**src/rtl/sdram_request_arbiter_if.sv**
```systemverilog
// Bundle between the two requesters, the arbiter and the SDRAM controller command port.
interface sdram_request_arbiter_if #(
    parameter int ADDR_W = 25,
    parameter int DATA_W = 16
);
    logic              req0;
    logic [1:0]        cmd0;
    logic [ADDR_W-1:0] addr0;
    logic [DATA_W-1:0] wdata0;
    logic              gnt0;
    logic              done0;
    logic              req1;
    logic [1:0]        cmd1;
    logic [ADDR_W-1:0] addr1;
    logic [DATA_W-1:0] wdata1;
    logic              gnt1;
    logic              done1;
    logic [DATA_W-1:0] rdata;
    logic              err;
    logic              busy;
    logic [1:0]        mem_cmd;
    logic [ADDR_W-1:0] mem_addr;
    logic [DATA_W-1:0] mem_wdata;
    logic              mem_ready;
    logic              mem_valid;
    logic [DATA_W-1:0] mem_rdata;

    modport slave (
        input  req0, cmd0, addr0, wdata0, req1, cmd1, addr1, wdata1, mem_valid, mem_rdata,
        output gnt0, done0, gnt1, done1, rdata, err, busy,
        output mem_cmd, mem_addr, mem_wdata, mem_ready
    );

    modport master (
        output req0, cmd0, addr0, wdata0, req1, cmd1, addr1, wdata1, mem_valid, mem_rdata,
        input  gnt0, done0, gnt1, done1, rdata, err, busy,
        input  mem_cmd, mem_addr, mem_wdata, mem_ready
    );
endinterface

```
**src/rtl/sdram_request_arbiter.sv**
```systemverilog
// Round-robin arbiter sharing one SDRAM controller command port between two requesters.
//  state | meaning
//  IDLE  | no transaction; sample requests and latch the winner's command
//  ISSUE | one-cycle mem_ready strobe, watchdog cleared
//  WAIT  | holding command, waiting for mem_valid or watchdog expiry
//  DONE  | one-cycle doneN pulse with err qualifier
module sdram_request_arbiter #(
    parameter int ADDR_W  = 25,
    parameter int DATA_W  = 16,
    parameter int TIMEOUT = 1024
) (
    input  logic                     clk,
    input  logic                     rst,
    sdram_request_arbiter_if.slave   bus
);
    typedef enum logic [1:0] {IDLE, ISSUE, WAIT, DONE} state_t;

    localparam logic [1:0] CMD_WRITE = 2'b10;
    localparam logic [1:0] CMD_READ  = 2'b01;
    localparam int WD_W = (TIMEOUT > 2) ? $clog2(TIMEOUT) : 1;
    // Last WAIT cycle is the one whose increment would land on TIMEOUT-1.
    localparam logic [WD_W-1:0] WD_LAST = WD_W'(TIMEOUT - 2);

    state_t            state_q, state_d;
    logic              owner_q;
    logic              last_q;
    logic              err_q;
    logic [WD_W-1:0]   wd_q;
    logic [1:0]        mem_cmd_q;
    logic [ADDR_W-1:0] mem_addr_q;
    logic [DATA_W-1:0] mem_wdata_q;
    logic [DATA_W-1:0] rdata_q;

    logic       any_req;
    logic       sel;
    logic [1:0] sel_cmd;
    logic       sel_legal;
    logic       timeout;

    assign any_req   = bus.req0 | bus.req1;
    assign sel       = (bus.req0 && bus.req1) ? ~last_q : bus.req1;
    assign sel_cmd   = sel ? bus.cmd1 : bus.cmd0;
    assign sel_legal = (sel_cmd == CMD_WRITE) || (sel_cmd == CMD_READ);
    assign timeout   = (wd_q == WD_LAST);

    always_ff @(posedge clk) begin
        if (rst) state_q <= IDLE;
        else     state_q <= state_d;
    end

    always_comb begin
        state_d = state_q;
        case (state_q)
            IDLE:    if (any_req) state_d = sel_legal ? ISSUE : DONE;
            ISSUE:   state_d = WAIT;
            WAIT:    if (bus.mem_valid || timeout) state_d = DONE;
            DONE:    state_d = IDLE;
            default: state_d = IDLE;
        endcase
    end

    always_ff @(posedge clk) begin
        if (rst) begin
            owner_q     <= 1'b0;
            last_q      <= 1'b1;
            err_q       <= 1'b0;
            wd_q        <= '0;
            mem_cmd_q   <= 2'b00;
            mem_addr_q  <= '0;
            mem_wdata_q <= '0;
            rdata_q     <= '0;
        end else begin
            case (state_q)
                IDLE: if (any_req) begin
                    owner_q     <= sel;
                    mem_cmd_q   <= sel_cmd;
                    mem_addr_q  <= sel ? bus.addr1 : bus.addr0;
                    mem_wdata_q <= sel ? bus.wdata1 : bus.wdata0;
                    err_q       <= ~sel_legal;
                end
                ISSUE: wd_q <= '0;
                WAIT: begin
                    wd_q <= wd_q + WD_W'(1);
                    // Completion takes priority over a coincident watchdog expiry.
                    if (bus.mem_valid) begin
                        err_q <= 1'b0;
                        if (mem_cmd_q == CMD_READ) rdata_q <= bus.mem_rdata;
                    end else if (timeout) begin
                        err_q <= 1'b1;
                    end
                end
                DONE: begin
                    last_q    <= owner_q;
                    mem_cmd_q <= 2'b00;
                end
                default: ;
            endcase
        end
    end

    assign bus.gnt0      = (state_q != IDLE) && !owner_q;
    assign bus.gnt1      = (state_q != IDLE) &&  owner_q;
    assign bus.done0     = (state_q == DONE) && !owner_q;
    assign bus.done1     = (state_q == DONE) &&  owner_q;
    assign bus.err       = (state_q == DONE) &&  err_q;
    assign bus.busy      = (state_q != IDLE);
    assign bus.mem_ready = (state_q == ISSUE);
    assign bus.mem_cmd   = mem_cmd_q;
    assign bus.mem_addr  = mem_addr_q;
    assign bus.mem_wdata = mem_wdata_q;
    assign bus.rdata     = rdata_q;
endmodule

```
**src/flat_wrapper.sv**
```systemverilog
// flat-port wrapper written by rule: the top's interface ports become plain ports
module sdram_request_arbiter_flat 
#(
    parameter int ADDR_W  = 25,
    parameter int DATA_W  = 16,
    parameter int TIMEOUT = 1024
)
  (clk, rst, bus_req0, bus_cmd0, bus_addr0, bus_wdata0, bus_req1, bus_cmd1, bus_addr1, bus_wdata1, bus_mem_valid, bus_mem_rdata, bus_gnt0, bus_done0, bus_gnt1, bus_done1, bus_rdata, bus_err, bus_busy, bus_mem_cmd, bus_mem_addr, bus_mem_wdata, bus_mem_ready);
  sdram_request_arbiter_if #(.ADDR_W(ADDR_W), .DATA_W(DATA_W)) bus_i ();
  input  logic clk;
  input  logic rst;
  input wire logic [$bits(bus_i.req0)-1:0] bus_req0;
  input wire logic [$bits(bus_i.cmd0)-1:0] bus_cmd0;
  input wire logic [$bits(bus_i.addr0)-1:0] bus_addr0;
  input wire logic [$bits(bus_i.wdata0)-1:0] bus_wdata0;
  input wire logic [$bits(bus_i.req1)-1:0] bus_req1;
  input wire logic [$bits(bus_i.cmd1)-1:0] bus_cmd1;
  input wire logic [$bits(bus_i.addr1)-1:0] bus_addr1;
  input wire logic [$bits(bus_i.wdata1)-1:0] bus_wdata1;
  input wire logic [$bits(bus_i.mem_valid)-1:0] bus_mem_valid;
  input wire logic [$bits(bus_i.mem_rdata)-1:0] bus_mem_rdata;
  output wire logic [$bits(bus_i.gnt0)-1:0] bus_gnt0;
  output wire logic [$bits(bus_i.done0)-1:0] bus_done0;
  output wire logic [$bits(bus_i.gnt1)-1:0] bus_gnt1;
  output wire logic [$bits(bus_i.done1)-1:0] bus_done1;
  output wire logic [$bits(bus_i.rdata)-1:0] bus_rdata;
  output wire logic [$bits(bus_i.err)-1:0] bus_err;
  output wire logic [$bits(bus_i.busy)-1:0] bus_busy;
  output wire logic [$bits(bus_i.mem_cmd)-1:0] bus_mem_cmd;
  output wire logic [$bits(bus_i.mem_addr)-1:0] bus_mem_addr;
  output wire logic [$bits(bus_i.mem_wdata)-1:0] bus_mem_wdata;
  output wire logic [$bits(bus_i.mem_ready)-1:0] bus_mem_ready;
  assign bus_i.req0 = bus_req0;
  assign bus_i.cmd0 = bus_cmd0;
  assign bus_i.addr0 = bus_addr0;
  assign bus_i.wdata0 = bus_wdata0;
  assign bus_i.req1 = bus_req1;
  assign bus_i.cmd1 = bus_cmd1;
  assign bus_i.addr1 = bus_addr1;
  assign bus_i.wdata1 = bus_wdata1;
  assign bus_i.mem_valid = bus_mem_valid;
  assign bus_i.mem_rdata = bus_mem_rdata;
  assign bus_gnt0 = bus_i.gnt0;
  assign bus_done0 = bus_i.done0;
  assign bus_gnt1 = bus_i.gnt1;
  assign bus_done1 = bus_i.done1;
  assign bus_rdata = bus_i.rdata;
  assign bus_err = bus_i.err;
  assign bus_busy = bus_i.busy;
  assign bus_mem_cmd = bus_i.mem_cmd;
  assign bus_mem_addr = bus_i.mem_addr;
  assign bus_mem_wdata = bus_i.mem_wdata;
  assign bus_mem_ready = bus_i.mem_ready;
  sdram_request_arbiter #(.ADDR_W(ADDR_W), .DATA_W(DATA_W), .TIMEOUT(TIMEOUT)) u_core (.clk(clk), .rst(rst), .bus(bus_i));
endmodule
```
**config.mk**
```make
export PLATFORM = sky130hd
export DESIGN_NAME = sdram_request_arbiter_flat
export DESIGN_NICKNAME = d
export VERILOG_FILES = /design/src/rtl/sdram_request_arbiter_if.sv /design/src/rtl/sdram_request_arbiter.sv /design/src/flat_wrapper.sv
export SDC_FILE = /design/constraint.sdc
export NUM_CORES = 1
export LEC_CHECK = 0
export CAP_MARGIN = 15
export CORE_MARGIN = 4
export CORE_UTILIZATION = 41
export CTS_BUF_LIST = sky130_fd_sc_hd__clkbuf_4 sky130_fd_sc_hd__clkbuf_8
export CTS_CLUSTER_DIAMETER = 120
export DETAILED_ROUTE_END_ITERATION = 7
export GPL_TIMING_DRIVEN = 0
export HOLD_SLACK_MARGIN = 0.02
export PLACE_DENSITY = 0.82
export SYNTH_ARGS = -nofsm -noshare
export SYNTH_HDL_FRONTEND = slang
export SYNTH_SLANG_ARGS = --single-unit
```
**constraint.sdc**
```tcl
create_clock -name clk -period 2.4 [get_ports clk]
set_clock_uncertainty 0.2 [all_clocks]
set_input_delay 0.48 -clock clk [delete_from_list [all_inputs] [get_ports clk]]
set_output_delay 0.48 -clock clk [all_outputs]
set_load 0.05 [all_outputs]
```
==> results.json <==
{
  "outcome": "complete, no violations",
  "cts-resized-gates": 14,
  "required_ps": 1720,
  "grt_pass1_wl_um": 16100,
  "setup-violations-final": 0,
  "synth_cells": 364,
  "fin_crit_sh": 0.954,
  "cts_tree": "built",
  "syn_to_final_growth_pct": 60.3,
  "diodes": 0,
  "insertion_delay_ps": 340,
  "hold_buffers": 0,
  "worst-endpoint-arrival_ps": 1610,
  "antenna_left": 0,
  "syn-num-nets": 477,
  "initial_utilization": 0.426,
  "drv_slew": 0,
  "criticalPathCategory": "flip-flop to primary output",
  "ir_drop_uv": 598,
  "drt_wl_total_um": 9970,
  "r2r_start": "u_core.state_q[0]$_SDFFE_PP0P_",
  "synth_cell_types": 39,
  "dieHeight_um": 97.8,
  "final_cell_area_um2": 5300,
  "first_pass_iters": 4,
  "dp_hpwl_um": 7940,
  "cts.sinks": 74,
  "cts_buffer_depth": 2,
  "layout-drive-gt1-share": 0.0762,
  "total_power_mw": 5.90,
  "h-tree-depth": 3,
  "dieArea_um2": 9570,
  "r2r_end": "u_core.wd_q[9]$_SDFFE_PP0P_",
  "grt_use_total": 0.205,
  "finalHoldViolations": 0,
  "port-buffer-count": 171,
  "cap_violations": 0,
  "rows": 32,
  "p_per_area_nw_per_um2": 1110,
  "fmax_ghz": 0.437,
  "holdPathStages": 2,
  "hold_ws_ps": 258,
  "crit_path_end_kind": "primary output",
  "drc_errors": 0,
  "clkTransAtPathRegs_ps": 80,
  "synth_seq_area_share": 0.448,
  "post_cts_buffers": 0,
  "min_from": "u_core.bus.rdata[2]$_SDFFE_PP0P_",
  "gr-total-overflow": 0,
  "finalNonFillerCells": 653,
  "rsz0062_at_grt": "false",
  "min_to": "u_core.bus.rdata[2]$_SDFFE_PP0P_",
  "synthFlopType": "dfxtp_1",
  "setup_tns_ps": 0,
  "cts_made_buffers": 9,
  "final_nets": 659,
  "drt_iter0_markers": 94,
  "dpl_cell_area_um2": 5150,
  "reg2reg_depth": 7,
  "grt_max_degree": 14,
  "hp-class": "flip-flop to flip-flop",
  "dr_total_vias": 3323,
  "layout_min_cycle_time_ps": 2290,
  "root_buffer": "clkbuf_8",
  "syn_area_um2": 3310,
  "core_area_um2": 7770,
  "syn_area_per_cell_um2": 9.09,
  "gp_congestion": 0.820,
  "first_global_vias": 3378,
  "die_width_um": 97.8,
  "dpl.cell_count": 637,
  "cp-start-kind": "flip-flop",
  "detail_route.wl_per_cell_um": 15.3,
  "cp_max_fo": 4,
  "antenna_found_initial": 0,
  "synth_edf_count": 0,
  "worst_pin_slew_ps": 655,
  "viasPerCell": 5.09,
  "io_pins": 173,
  "async_flop_share": 0,
  "ys_ff_latch": 74,
  "slew_headroom": 0.563,
  "leakagePower_nw": 1.99,
  "yosysWarnings": 0,
  "r2r_slack_ps": 330
}
cells by family (layout without fill, tap and decap cells):
group / count (synthesis) / after routing / share of synthesized area
mux: 45 / 45 / 0.137
buf+inv: 36 / 223 / 0.0579
xor+xnor: 8 / 8 / 0.0212
flops: 74 / 74 / 0.448
compound gates: 81 / 81 / 0.163
simple gates: 114 / 114 / 0.151
fa+ha+maj: 6 / 6 / 0.0227
registers in the layout (all words and copies together), names as in the netlist:
| name | cells |
|---|---|
| u_core.owner_q | 1 |
| u_core.bus.mem_addr | 25 |
| u_core.bus.mem_cmd | 2 |
| u_core.bus.mem_wdata | 16 |
| u_core.last_q | 1 |
| u_core.wd_q | 10 |
| u_core.bus.rdata | 16 |
| u_core.state_q | 2 |
| u_core.err_q | 1 |
cell usage after synthesis (2+ instances only):
master	count	area [um^2]
a211oi_1	41	308
a21oi_1	24	120
and2_1	2	12.5
buf_2	9	45.0
buf_4	2	15.0
buf_6	5	56.3
clkbuf_1	11	41.3
dfxtp_1	74	1480
ha_1	6	75.1
inv_1	9	33.8
mux2_2	2	22.5
mux2i_1	43	430
nand2_1	36	135
nand2b_1	2	12.5
nand3_1	5	25.0
nand4_1	3	18.8
nor2_1	55	206
o21ai_0	7	35.0
or3_1	2	12.5
xor2_1	7	61.3
through the flow:
stage	worst slack (ps)	utilization
after floorplan	275	-
after global placement	-26.0	0.663
after detailed placement	-43.0	0.663
after CTS	10.5	0.686
after global routing	12.2	0.683
final	109	0.683
report_power, final:
| group | leakage (nW) | switching, mW | internal, mW |
|---|---|---|---|
| Combinational | 1.28 | 2.14 | 1.14 |
| Clock | 0.0933 | 0.469 | 0.421 |
| Sequential | 0.608 | 0.175 | 1.55 |
| Total | 1.99 | 2.79 | 3.12 |
worst max-delay path by stage:
stage / start / endpoint
2_1_floorplan: u_core.state_q[0]$_SDFFE_PP0P_ / bus_gnt1
5_1_grt: u_core.state_q[0]$_SDFFE_PP0P_ / bus_err
3_5_place_dp: u_core.state_q[0]$_SDFFE_PP0P_ / bus_gnt1
6_report: u_core.state_q[0]$_SDFFE_PP0P_ / bus_err
3_3_place_gp: u_core.state_q[0]$_SDFFE_PP0P_ / bus_gnt1
4_1_cts: u_core.state_q[0]$_SDFFE_PP0P_ / bus_done0
critical path, stage by stage (launching register included):
cell and delay, ps:
dfxtp_1 380, ha_1 240, and2_1 140, dlygate4sd2_1 530
final cells by class:
| type | instances | area, um^2 |
|---|---|---|
| timing repair buffer | 171 | 1680 |
| inverter | 9 | 33.8 |
| tap | 102 | 128 |
| buffer | 27 | 158 |
| fill | 642 | 2460 |
| clock inverter | 5 | 38.8 |
| clock buffer | 11 | 145 |
| sequential | 74 | 1480 |
| multi-input combinational | 254 | 1640 |
layout by cell type, fill, tap and decap left out, types with 2 or more instances in the layout:
master	netlist	final
a211oi_1	41	41
a21oi_1	24	24
and2_1	2	2
buf_2	9	12
buf_4	2	2
buf_6	5	5
clkbuf_1	11	11
clkbuf_2	0	2
clkbuf_8	0	10
clkdlybuf4s50_1	0	164
clkinv_4	0	2
dfxtp_1	74	74
dlygate4sd2_1	0	2
ha_1	6	6
inv_1	9	9
mux2_2	2	2
mux2i_1	43	43
nand2_1	36	36
nand2b_1	2	2
nand3_1	5	5
nand4_1	3	3
nor2_1	55	55
o21ai_0	7	7
or3_1	2	2
xor2_1	7	7
layer usage:
metal / vias up / track usage / part of all wire / routed length, um
met1: 1530 / 0.229 / 0.40 / 4020
li1: 1648 / - / - / -
met4: 0 / 0.0724 / 0.017 / 174
met3: 14 / 0.0800 / 0.092 / 914
met2: 131 / 0.353 / 0.49 / 4870
met5: - / 0 / 0 / 0
Power figures use the tool's default switching activity.
